<file path="src/rtl/shift_pkg.sv">
// Shared definitions for the shift scheduler: operation codes, FSM states and
// default widths.
package shift_pkg;

   localparam int DATA_WIDTH_DEF = 32;
   localparam int ADDR_WIDTH_DEF = 5;
   localparam int NREQ_DEF       = 2;

   typedef enum logic [1:0] {
      OP_SLL = 2'd0,
      OP_SRL = 2'd1,
      OP_SRA = 2'd2,
      OP_ROR = 2'd3
   } shift_op_t;

   typedef enum logic [1:0] {
      S_IDLE = 2'd0,
      S_EXEC = 2'd1,
      S_RESP = 2'd2
   } state_t;

endpackage

</file>
<file path="src/rtl/shift_sched_if.sv">
// Request/response bundle between the shifter scheduler and its two requesters
// plus the shared result consumer.
interface shift_sched_if
   import shift_pkg::*;
#(
   parameter int DATA_WIDTH = DATA_WIDTH_DEF,
   parameter int ADDR_WIDTH = ADDR_WIDTH_DEF,
   parameter int NREQ       = NREQ_DEF
) ();

   logic [NREQ-1:0]            req_valid;
   logic [NREQ-1:0]            req_ready;
   logic [NREQ*DATA_WIDTH-1:0] req_data;
   logic [NREQ*ADDR_WIDTH-1:0] req_count;
   logic [NREQ*2-1:0]          req_op;
   logic                       rsp_valid;
   logic                       rsp_ready;
   logic                       rsp_id;
   logic [DATA_WIDTH-1:0]      rsp_data;
   logic                       busy;

   modport master (
      output req_valid, req_data, req_count, req_op, rsp_ready,
      input  req_ready, rsp_valid, rsp_id, rsp_data, busy
   );

   modport slave (
      input  req_valid, req_data, req_count, req_op, rsp_ready,
      output req_ready, rsp_valid, rsp_id, rsp_data, busy
   );

endinterface

</file>
<file path="src/rtl/shift_core.sv">
// Combinational barrel shifter: logical left/right, arithmetic right and
// rotate right by a count taken modulo DATA_WIDTH.
module shift_core
   import shift_pkg::*;
#(
   parameter int DATA_WIDTH = DATA_WIDTH_DEF,
   parameter int ADDR_WIDTH = ADDR_WIDTH_DEF
) (
   input  logic [DATA_WIDTH-1:0] data,
   input  logic [ADDR_WIDTH-1:0] count,
   input  shift_op_t             op,
   output logic [DATA_WIDTH-1:0] result
);

   // Left amount for the rotate wraps to 0 when count is 0, so no full-width shift occurs.
   logic [ADDR_WIDTH-1:0] lcount;
   assign lcount = -count;

   always_comb begin
      result = data;
      case (op)
         OP_SLL:  result = data << count;
         OP_SRL:  result = data >> count;
         OP_SRA:  result = $signed(data) >>> count;
         OP_ROR:  result = (data >> count) | (data << lcount);
         default: result = data;
      endcase
   end

endmodule

</file>
<file path="src/rtl/shift_sched.sv">
// Two-requester scheduler sharing one barrel shifter: round-robin grant in IDLE,
// one EXEC cycle on latched operands, result held in RESP until consumed.
//
// state  | meaning
// S_IDLE | arbitrate requests, req_ready is the one-hot grant
// S_EXEC | shifter evaluates latched operands, result registered
// S_RESP | rsp_valid high, result held until rsp_ready
module shift_sched
   import shift_pkg::*;
#(
   parameter int DATA_WIDTH = DATA_WIDTH_DEF,
   parameter int ADDR_WIDTH = ADDR_WIDTH_DEF,
   parameter int NREQ       = NREQ_DEF
) (
   input  logic          clk,
   input  logic          rst,
   shift_sched_if.slave  bus
);

   state_t                state;
   logic                  rr_ptr;
   logic [NREQ-1:0]       grant;
   logic                  gid;
   logic [DATA_WIDTH-1:0] opd_data;
   logic [ADDR_WIDTH-1:0] opd_count;
   shift_op_t             opd_op;
   logic                  opd_id;
   logic [DATA_WIDTH-1:0] core_res;
   logic [DATA_WIDTH-1:0] rsp_data_q;
   logic                  rsp_id_q;
   logic                  rsp_valid_q;

   // Grant is suppressed while reset is asserted so req_ready drops immediately.
   always_comb begin
      grant = '0;
      if (state == S_IDLE && !rst) begin
         case (bus.req_valid)
            2'b01:   grant = 2'b01;
            2'b10:   grant = 2'b10;
            2'b11:   grant = rr_ptr ? 2'b10 : 2'b01;
            default: grant = '0;
         endcase
      end
   end

   assign gid = grant[1];

   shift_core #(
      .DATA_WIDTH (DATA_WIDTH),
      .ADDR_WIDTH (ADDR_WIDTH)
   ) u_core (
      .data   (opd_data),
      .count  (opd_count),
      .op     (opd_op),
      .result (core_res)
   );

   always_ff @(posedge clk or posedge rst) begin
      if (rst) begin
         state       <= S_IDLE;
         rr_ptr      <= 1'b0;
         opd_data    <= '0;
         opd_count   <= '0;
         opd_op      <= OP_SLL;
         opd_id      <= 1'b0;
         rsp_data_q  <= '0;
         rsp_id_q    <= 1'b0;
         rsp_valid_q <= 1'b0;
      end else begin
         case (state)
            S_IDLE: begin
               if (|grant) begin
                  opd_data  <= gid ? bus.req_data[DATA_WIDTH +: DATA_WIDTH]
                                   : bus.req_data[0 +: DATA_WIDTH];
                  opd_count <= gid ? bus.req_count[ADDR_WIDTH +: ADDR_WIDTH]
                                   : bus.req_count[0 +: ADDR_WIDTH];
                  opd_op    <= shift_op_t'(gid ? bus.req_op[3:2] : bus.req_op[1:0]);
                  opd_id    <= gid;
                  rr_ptr    <= ~gid;
                  state     <= S_EXEC;
               end
            end
            S_EXEC: begin
               rsp_data_q  <= core_res;
               rsp_id_q    <= opd_id;
               rsp_valid_q <= 1'b1;
               state       <= S_RESP;
            end
            S_RESP: begin
               if (bus.rsp_ready) begin
                  rsp_valid_q <= 1'b0;
                  state       <= S_IDLE;
               end
            end
            default: state <= S_IDLE;
         endcase
      end
   end

   assign bus.req_ready = grant;
   assign bus.rsp_valid = rsp_valid_q;
   assign bus.rsp_id    = rsp_id_q;
   assign bus.rsp_data  = rsp_data_q;
   assign bus.busy      = (state != S_IDLE);

endmodule

</file>
<file path="src/flat_wrapper.sv">
// flat-port wrapper written by rule: the top's interface ports become plain ports
module shift_sched_flat import shift_pkg::*;
#(
   parameter int DATA_WIDTH = DATA_WIDTH_DEF,
   parameter int ADDR_WIDTH = ADDR_WIDTH_DEF,
   parameter int NREQ       = NREQ_DEF
)
  (clk, rst, bus_req_valid, bus_req_data, bus_req_count, bus_req_op, bus_rsp_ready, bus_req_ready, bus_rsp_valid, bus_rsp_id, bus_rsp_data, bus_busy);
  shift_sched_if #(.DATA_WIDTH(DATA_WIDTH), .ADDR_WIDTH(ADDR_WIDTH), .NREQ(NREQ)) bus_i ();
  input  logic clk;
  input  logic rst;
  input wire logic [$bits(bus_i.req_valid)-1:0] bus_req_valid;
  input wire logic [$bits(bus_i.req_data)-1:0] bus_req_data;
  input wire logic [$bits(bus_i.req_count)-1:0] bus_req_count;
  input wire logic [$bits(bus_i.req_op)-1:0] bus_req_op;
  input wire logic [$bits(bus_i.rsp_ready)-1:0] bus_rsp_ready;
  output wire logic [$bits(bus_i.req_ready)-1:0] bus_req_ready;
  output wire logic [$bits(bus_i.rsp_valid)-1:0] bus_rsp_valid;
  output wire logic [$bits(bus_i.rsp_id)-1:0] bus_rsp_id;
  output wire logic [$bits(bus_i.rsp_data)-1:0] bus_rsp_data;
  output wire logic [$bits(bus_i.busy)-1:0] bus_busy;
  assign bus_i.req_valid = bus_req_valid;
  assign bus_i.req_data = bus_req_data;
  assign bus_i.req_count = bus_req_count;
  assign bus_i.req_op = bus_req_op;
  assign bus_i.rsp_ready = bus_rsp_ready;
  assign bus_req_ready = bus_i.req_ready;
  assign bus_rsp_valid = bus_i.rsp_valid;
  assign bus_rsp_id = bus_i.rsp_id;
  assign bus_rsp_data = bus_i.rsp_data;
  assign bus_busy = bus_i.busy;
  shift_sched #(.DATA_WIDTH(DATA_WIDTH), .ADDR_WIDTH(ADDR_WIDTH), .NREQ(NREQ)) u_core (.clk(clk), .rst(rst), .bus(bus_i));
endmodule
</file>
<file path="config.mk">
export PLATFORM = sky130hd
export DESIGN_NAME = shift_sched_flat
export DESIGN_NICKNAME = d
export VERILOG_FILES = /design/src/rtl/shift_pkg.sv /design/src/rtl/shift_sched_if.sv /design/src/rtl/shift_core.sv /design/src/rtl/shift_sched.sv /design/src/flat_wrapper.sv
export SDC_FILE = /design/constraint.sdc
export NUM_CORES = 1
export LEC_CHECK = 0
export ABC_AREA = 1
export CELL_PAD_IN_SITES_DETAIL_PLACEMENT = 0
export CELL_PAD_IN_SITES_GLOBAL_PLACEMENT = 2
export CORE_MARGIN = 8
export CORE_UTILIZATION = 29
export DETAILED_ROUTE_END_ITERATION = 6
export GPL_TIMING_DRIVEN = 0
export PLACE_DENSITY_LB_ADDON = 0.25
export SLEW_MARGIN = 20
export SYNTH_ARGS = -nofsm -noshare
export SYNTH_HDL_FRONTEND = slang
export SYNTH_SLANG_ARGS = --single-unit
</file>
<file path="constraint.sdc">
create_clock -name clk -period 3.2 [get_ports clk]
set_clock_uncertainty 0.15 [all_clocks]
set_input_delay 0.48 -clock clk [delete_from_list [all_inputs] [get_ports clk]]
set_output_delay 0.48 -clock clk [all_outputs]
set_load 0.01 [all_outputs]
</file>
==> flow_summary.json, run 1 <==
{
  "status": "finished clean",
  "wl_per_cell_um": 26.5,
  "clkTransAtPathRegs_ps": 70,
  "vias": 11600,
  "end_kind": "flip-flop",
  "grt_max_degree": 41,
  "cts_root_buffer": "clkbuf_16",
  "synth_adder_area_share": 0.00150,
  "syn_to_final_growth_pct": 26.4,
  "die_area_sq_mm": 0.0345,
  "track_usage": 0.309,
  "crit_required_ps": 3300,
  "drtIter0Drc": 1438,
  "worstPathArrival_ps": 3190,
  "post_synth.cell_area_avg_sq_um": 5.61,
  "ys_types": 37,
  "cts_buffer_depth": 2,
  "core_sq_mm": 0.0285,
  "regArea_sq_mm": 0.00193,
  "yosysWarnings": 0,
  "start_kind": "flip-flop",
  "slew_headroom": 0.359,
  "worstPathMaxFanout": 10,
  "layout-drive-gt1-share": 0.0582,
  "port_buffers": 119,
  "clk_latency_ps": 360,
  "maxCapViolations": 0,
  "finalWorstSetupSlack_ps": 107,
  "setup_viol": 0,
  "synth-seq-cells": 77,
  "final_util": 0.370,
  "min_path_type": "flip-flop to flip-flop",
  "start_util": 0.293,
  "synth_top_family_by_area": "simple AND/OR/NAND/NOR gates",
  "worstHoldPathCells": 2,
  "syn-cell-area_sq_mm": 0.00835,
  "period_share": 0.967,
  "grt_pass1_wl_mm": 76.8,
  "ys.flop_type": "dfrtp_1",
  "hold_viol_final": 0,
  "ant_nets": 0,
  "dpl_worst_slack_ps": -636,
  "layout.cells.non_filler": 2017,
  "totalWireLength_mm": 53.4,
  "mostFrequentLayoutCells": "nand2_1, nand3_1, nor2_1",
  "gp_congestion": 0.985,
  "grt_pass1_vias": 11400,
  "max_slew.worst_pin.slew_ps": 962,
  "cts_buffers": 9,
  "vias_per_cell": 5.73,
  "htree_levels": 3,
  "mappedNetlistNets": 1574,
  "crit_type": "flip-flop to flip-flop",
  "async_flop_share": 1.00,
  "first_pass_iters": 6,
  "insertedDiodeCount": 0,
  "tritoncts": "built",
  "r2r_cells": 8,
  "synth_edf_count": 0,
  "hpwl_mm": 43.3,
  "synth_compound_gate_area_share": 0.165,
  "die_w_um": 186,
  "final_nets": 1712,
  "dieHeight_um": 186,
  "place_inst": 1994,
  "num_rows": 62,
  "rrSetupSlack_ps": 110,
  "syn_inst": 1490,
  "multi_input_area_sq_mm": 0.00580,
  "final.min_clock_period_ps": 3090,
  "cts_hold_buffers": 0,
  "drc_errors": 0,
  "fill_cells": 3332,
  "synth_simple_gate_area_frac": 0.508,
  "ioPinCount": 120,
  "fmax_mhz": 323,
  "final_common_cell": "nand2_1",
  "finalSetupTns_ps": 0,
  "grt_overflow_total": 0,
  "clkSinkCount": 77,
  "timing_max_transition_violations_final": 0,
  "ys_seq_area_frac": 0.231,
  "synthMuxAreaShare": 0,
  "yosys.area_share.xor_xnor": 0.00884,
  "antenna_found_initial": 0
}
[cells in the mapped netlist, types with 2 or more instances]
cell        n  area [sq um]
nor3_1      4          20.0
o21ai_1     3          15.0
a21oi_1    53           265
xor2_2      3          48.8
or2_2       6          37.5
o21a_1      2          15.0
nand3_1   364          1820
nand2_1   451          1690
clkbuf_1   58           218
a31oi_1     4          25.0
buf_2      33           165
inv_1      73           274
nor2_2      4          25.0
buf_1       8          30.0
and2_1      7          43.8
nand3b_1    2          15.0
o22ai_1    12          75.1
dfrtp_1    77          1930
nand4_1     7          43.8
o31ai_1     2          15.0
o211ai_1   46           345
nor2_1    139           522
o21ai_0   116           581
inv_2       3          11.3
[per-layer routing]
layer  GRT usage  part of all wire
met1       0.393              0.41
met2       0.488              0.44
met3      0.0531             0.083
met4       0.173             0.059
met5           0                 0
[metrics by stage]
stage	area (sq um)	hold slack [ps]
6_report	10600	332
5_1_grt	10600	361
4_1_cts	10400	334
3_5_place_dp	10000	315
3_3_place_gp	10000	314
2_1_floorplan	8350	350
[cell families (layout without fill, tap and decap cells)]
| family | Yosys count | count (layout) |
|---|---|---|
| buf+inv | 178 | 321 |
| flops | 77 | 77 |
| compound gates | 243 | 243 |
| simple gates | 986 | 986 |
| xor+xnor | 5 | 5 |
| fa+ha+maj | 1 | 1 |
[repair_timing]
action / in CTS / in global routing
pin swaps: 1 / 2
endpoints found under the setup margin: 33 / 29
endpoints found under the hold margin: 0 / 0
setup buffers: 1 / 8
resized for setup: 20 / 15
[layout make-up]
cell class | instances | area share
inverter | 77 | 0.0280
timing repair buffer | 129 | 0.122
clock inverter | 6 | 0.00652
buffer | 99 | 0.0436
tap | 384 | 0.0455
sequential | 77 | 0.183
multi-input combinational | 1235 | 0.549
clock buffer | 10 | 0.0226
[worst max-delay path, cell delays in order (launching register included)]
cell and delay (ps):
dfrtp_1 510, inv_2 250, buf_2 320, buf_1 730, o21ai_0 410, nand3_1 200
nand3_1 110, nor2_1 230, nor2_1 70
[path summary, 6_finish.rpt]
path | start | end
worst max-delay path | u_core.opd_count[2] | u_core.bus.rsp_data[28]
worst min-delay path | u_core.bus.rsp_data[9] | u_core.bus.rsp_data[9]
worst max register to register | u_core.opd_count[2] | u_core.bus.rsp_data[28]
worst min register to register | u_core.bus.rsp_data[9] | u_core.bus.rsp_data[9]
max in group asynchronous | rst | u_core.opd_data[26]
min in group asynchronous | rst | u_core.rr_ptr
[sequential cells by signal (all words and copies together), names as in the netlist]
name and cells:
u_core.opd_op 2, u_core.opd_data 32, u_core.opd_count 5, u_core.rr_ptr 1, u_core.bus.rsp_valid 1, u_core.bus.rsp_data 32, u_core.state 2, u_core.bus.rsp_id 1
u_core.opd_id 1
Power of run 1 is not shown: default switching activity piles up to over one toggle a cycle in this logic, so the estimate is an artifact.
==> run 2: changes to the inputs <==
--- a/config.mk
+++ b/config.mk
@@ -9,10 +9,11 @@
 export CELL_PAD_IN_SITES_DETAIL_PLACEMENT = 0
 export CELL_PAD_IN_SITES_GLOBAL_PLACEMENT = 2
 export CORE_MARGIN = 8
-export CORE_UTILIZATION = 29
+export CORE_UTILIZATION = 26
 export DETAILED_ROUTE_END_ITERATION = 6
 export GPL_TIMING_DRIVEN = 0
 export PLACE_DENSITY_LB_ADDON = 0.25
+export SETUP_SLACK_MARGIN = 0.1
 export SLEW_MARGIN = 20
 export SYNTH_ARGS = -nofsm -noshare
 export SYNTH_HDL_FRONTEND = slang
==> constraint.sdc (replaced) <==
create_clock -name clk -period 2.6 [get_ports clk]
set_clock_uncertainty 0.15 [all_clocks]
set_input_delay 0.39 -clock clk [delete_from_list [all_inputs] [get_ports clk]]
set_output_delay 0.39 -clock clk [all_outputs]
set_load 0.01 [all_outputs]
==> flow_summary.json, run 2 (synthesis results as in run 1) <==
{
  "status": "finished clean",
  "hold_viol_final": 0,
  "crit_required_ps": 2710,
  "crit_chain": "buf_6 > inv_4 > buf_6 > buf_12 > ha_4 > xor2_4 > buf_12 > buf_12 > o211ai_1 > nand3_2 > nand3_4 > nand2_4 > nor3_4 > nor2_1",
  "first_pass_iters": 7,
  "max_slew.worst_pin.slew_ps": 830,
  "die_area_sq_mm": 0.0381,
  "vias_per_cell": 5.77,
  "track_usage": 0.284,
  "ioPinCount": 120,
  "cts_hold_buffers": 0,
  "insertedDiodeCount": 0,
  "totalWireLength_mm": 55.5,
  "start_kind": "flip-flop",
  "cts_buffer_depth": 2,
  "dieHeight_um": 195,
  "tritoncts": "built",
  "crit_type": "flip-flop to flip-flop",
  "clkTransAtPathRegs_ps": 80,
  "clk_latency_ps": 380,
  "cts_buffers": 9,
  "gp_congestion": 0.982,
  "hpwl_mm": 43.5,
  "grt_pass1_vias": 11700,
  "cts_root_buffer": "clkbuf_16",
  "core_sq_mm": 0.0316,
  "vias": 11900,
  "worstPathMaxFanout": 7,
  "mostFrequentLayoutCells": "nand2_1, nand3_1, nor2_1, clkdlybuf4s50_1, o21ai_0",
  "slew_headroom": 0.447,
  "maxCapViolations": 0,
  "syn_to_final_growth_pct": 41.7,
  "final.min_clock_period_ps": 2550,
  "timing_max_transition_violations_final": 0,
  "grt_max_degree": 34,
  "finalSetupTns_ps": 0,
  "setup_viol": 0,
  "htree_levels": 3,
  "grt_pass1_wl_mm": 79.7,
  "ant_nets": 0,
  "wl_per_cell_um": 26.8,
  "drtIter0Drc": 1424,
  "layout-drive-gt1-share": 0.178,
  "final_common_cell": "nand2_1",
  "clkSinkCount": 77,
  "num_rows": 65,
  "cp.buffers_inverters": 6,
  "min_path_type": "input pin to asynchronous set/reset pin",
  "die_w_um": 195,
  "cpPeakStageDelay_ps": 350,
  "start_util": 0.264,
  "antenna_found_initial": 0,
  "drc_errors": 0,
  "period_share": 0.979,
  "worstPathArrival_ps": 2660,
  "crit_top_cell": "buf_12",
  "final_nets": 1743,
  "grt_overflow_total": 0,
  "fmax_mhz": 393,
  "port_buffers": 119,
  "rsz0062_at_grt": "true",
  "cpMaxStageDelayCell": "dfrtp_1",
  "crit_family": "simple AND/OR/NAND/NOR gates",
  "fill_cells": 3559,
  "end_kind": "flip-flop"
}
run 2: cell types whose count changed in the layout (fill, tap and decap cells not counted), moves of 20 or more:
cell	before	now
nand2_1	451	418
nand3_1	361	308
nor2_1	138	117
clkbuf_1	48	28
nand2_2	0	29
buf_4	10	30
nand3_2	3	45
run 2: worst paths after layout:
path / endpoint / start / cells after the start / slack [ps]
max in group asynchronous: u_core.bus.rsp_data[0] / rst / 3 / 1530
worst min register to register: u_core.bus.rsp_data[22] / u_core.bus.rsp_data[22] / 2 / 340
min in group clk: u_core.bus.rsp_data[22] / u_core.bus.rsp_data[22] / 2 / 340
worst min-delay path: u_core.state[0] / rst / 2 / 280
worst max-delay path: u_core.bus.rsp_data[15] / u_core.opd_count[1] / 14 / 50
worst max register to register: u_core.bus.rsp_data[15] / u_core.opd_count[1] / 14 / 50
run 2: area by class of cell:
type	instances	area, sq um	area share
timing repair buffer	160	1630	0.138
multi-input combinational	1235	6470	0.547
clock inverter	7	86.3	0.00730
buffer	99	679	0.0574
tap	402	503	0.0425
sequential	77	1930	0.163
inverter	77	305	0.0258
clock buffer	9	225	0.0190
run 2: what timing repair did:
| action | in CTS | in global routing |
|---|---|---|
| gates cloned | 4 | 1 |
| pin swaps | 32 | 56 |
| setup endpoints to repair | 68 | 37 |
| buffers inserted | 31 | 4 |
| resized for setup | 169 | 154 |
run 2: per-layer routing:
| layer | track usage | share of wire | vias up |
|---|---|---|---|
| met5 | 0 | 0 | - |
| met2 | 0.441 | 0.44 | 663 |
| met3 | 0.0533 | 0.081 | 141 |
| met4 | 0.148 | 0.058 | 0 |
| li1 | - | - | 5385 |
| met1 | 0.370 | 0.43 | 5732 |
run 2: per-stage QoR:
step                cell area [sq um]  setup slack [ps]  hold slack [ps]  instances  utilization
global route                    11800             -21.1              329       2066        0.374
detailed placement              10100              -991              319       2013        0.320
CTS                             11300              47.2              289       2062        0.357
global placement                10100             -1040              316       2011        0.318
finish                          11800              54.9              278       2066        0.374
floorplan                        8380              87.0              347       1490            -
Power of run 2 is left out for the same reason.
==> run 3: changes to the inputs <==
--- a/config.mk
+++ b/config.mk
@@ -12,7 +12,7 @@
 export CORE_UTILIZATION = 26
 export DETAILED_ROUTE_END_ITERATION = 6
 export GPL_TIMING_DRIVEN = 0
-export PLACE_DENSITY_LB_ADDON = 0.25
+export PLACE_DENSITY = 0.87
 export SETUP_SLACK_MARGIN = 0.1
 export SLEW_MARGIN = 20
 export SYNTH_ARGS = -nofsm -noshare
==> flow_summary.json, run 3 (synthesis results as in run 1) <==
{
  "final_common_cell": "nand2_1",
  "rsz0062_at_grt": "true",
  "antenna_found_initial": 0,
  "min_path_type": "input pin to asynchronous set/reset pin",
  "die_w_um": 195,
  "crit_top_cell": "buf_12",
  "gp_congestion": 1.00,
  "cpPeakStageDelay_ps": 340,
  "crit_required_ps": 2710,
  "worstPathArrival_ps": 2690,
  "grt_max_degree": 34,
  "ioPinCount": 120,
  "grt_pass1_wl_mm": 75.9,
  "dieHeight_um": 195,
  "htree_levels": 3,
  "period_share": 0.991,
  "finalSetupTns_ps": 0,
  "vias": 11900,
  "fmax_mhz": 388,
  "clkTransAtPathRegs_ps": 70,
  "cpMaxStageDelayCell": "dfrtp_1",
  "cts_hold_buffers": 0,
  "core_sq_mm": 0.0316,
  "final_nets": 1730,
  "maxCapViolations": 0,
  "dpl_worst_slack_ps": -823,
  "crit_chain": "buf_6 > inv_4 > buf_6 > buf_12 > ha_4 > buf_12 > xor2_4 > buf_12 > buf_8 > o211ai_1 > nand2_2 > nand3_4 > nand2_2 > nor2_2 > nand3_1 > nand2_1 > inv_1",
  "ant_nets": 0,
  "cts_root_buffer": "clkbuf_16",
  "tritoncts": "built",
  "first_pass_iters": 6,
  "wl_per_cell_um": 25.4,
  "worstPathMaxFanout": 7,
  "grt_pass1_vias": 11400,
  "timing_max_transition_violations_final": 0,
  "totalWireLength_mm": 52.1,
  "num_rows": 65,
  "final.min_clock_period_ps": 2580,
  "track_usage": 0.266,
  "port_buffers": 119,
  "mostFrequentLayoutCells": "nand2_1, nand3_1, nor2_1",
  "max_slew.worst_pin.slew_ps": 806,
  "layout-drive-gt1-share": 0.151,
  "cp.buffers_inverters": 8,
  "drtIter0Drc": 1669,
  "start_kind": "flip-flop",
  "slew_headroom": 0.463,
  "vias_per_cell": 5.79,
  "drc_errors": 0,
  "insertedDiodeCount": 0,
  "place_inst": 2013,
  "crit_family": "buffers and inverters",
  "hold_viol_final": 0,
  "setup_viol": 0,
  "grt_overflow_total": 0,
  "status": "finished clean",
  "crit_type": "flip-flop to flip-flop",
  "syn_to_final_growth_pct": 37.8,
  "cts_buffers": 9,
  "placed_area_sq_mm": 0.0101,
  "clk_latency_ps": 360,
  "end_kind": "flip-flop",
  "cts_buffer_depth": 2,
  "layout.cells.non_filler": 2053,
  "finalWorstSetupSlack_ps": 22.2,
  "hpwl_mm": 41.7,
  "final_area_sq_mm": 0.0115,
  "start_util": 0.264,
  "die_area_sq_mm": 0.0381,
  "clkSinkCount": 77
}
==> run 3: metrics by stage <==
stage / hold slack (ps) / utilization
after floorplan: 347 / -
after global placement: 315 / 0.318
after detailed placement: 317 / 0.320
after CTS: 303 / 0.351
after global routing: 350 / 0.364
final: 297 / 0.364
==> run 3: metal layers <==
layer	GRT usage	routed length, um	up-vias
li1	-	-	5350
met1	0.359	22100	5660
met2	0.411	22400	738
met3	0.0356	4600	130
met4	0.136	2970	0
met5	0	0	-
==> run 3: final cells by class <==
cell class	count	area [sq um]
fillers	3567	20100
multi-input cells	1235	6280
flip-flops and latches	77	1930
repair buffers	147	1540
plain buffers	99	653
well taps	402	503
inverters	77	300
clock buffers	11	253
clock inverters	5	58.8
==> run 3: repair_timing <==
action,in CTS,in global routing
gates resized for setup,143,107
gates cloned,3,0
setup endpoints to repair,34,34
buffers inserted,16,7
pin swaps,51,44
==> run 3: final timing paths <==
path                       cells past startpoint                      end  slack (ps)                     from
setup reg to reg                              17   u_core.bus.rsp_data[7]          20      u_core.opd_count[1]
hold reg to reg                                2  u_core.bus.rsp_data[23]         330  u_core.bus.rsp_data[23]
hold / removal                                 2        u_core.bus.rsp_id         300                      rst
min in group clk                               2  u_core.bus.rsp_data[23]         330  u_core.bus.rsp_data[23]
setup / recovery                              17   u_core.bus.rsp_data[7]          20      u_core.opd_count[1]
max in group asynchronous                      3      u_core.opd_count[0]        1520                      rst
Power of run 3 is left out for the same reason.
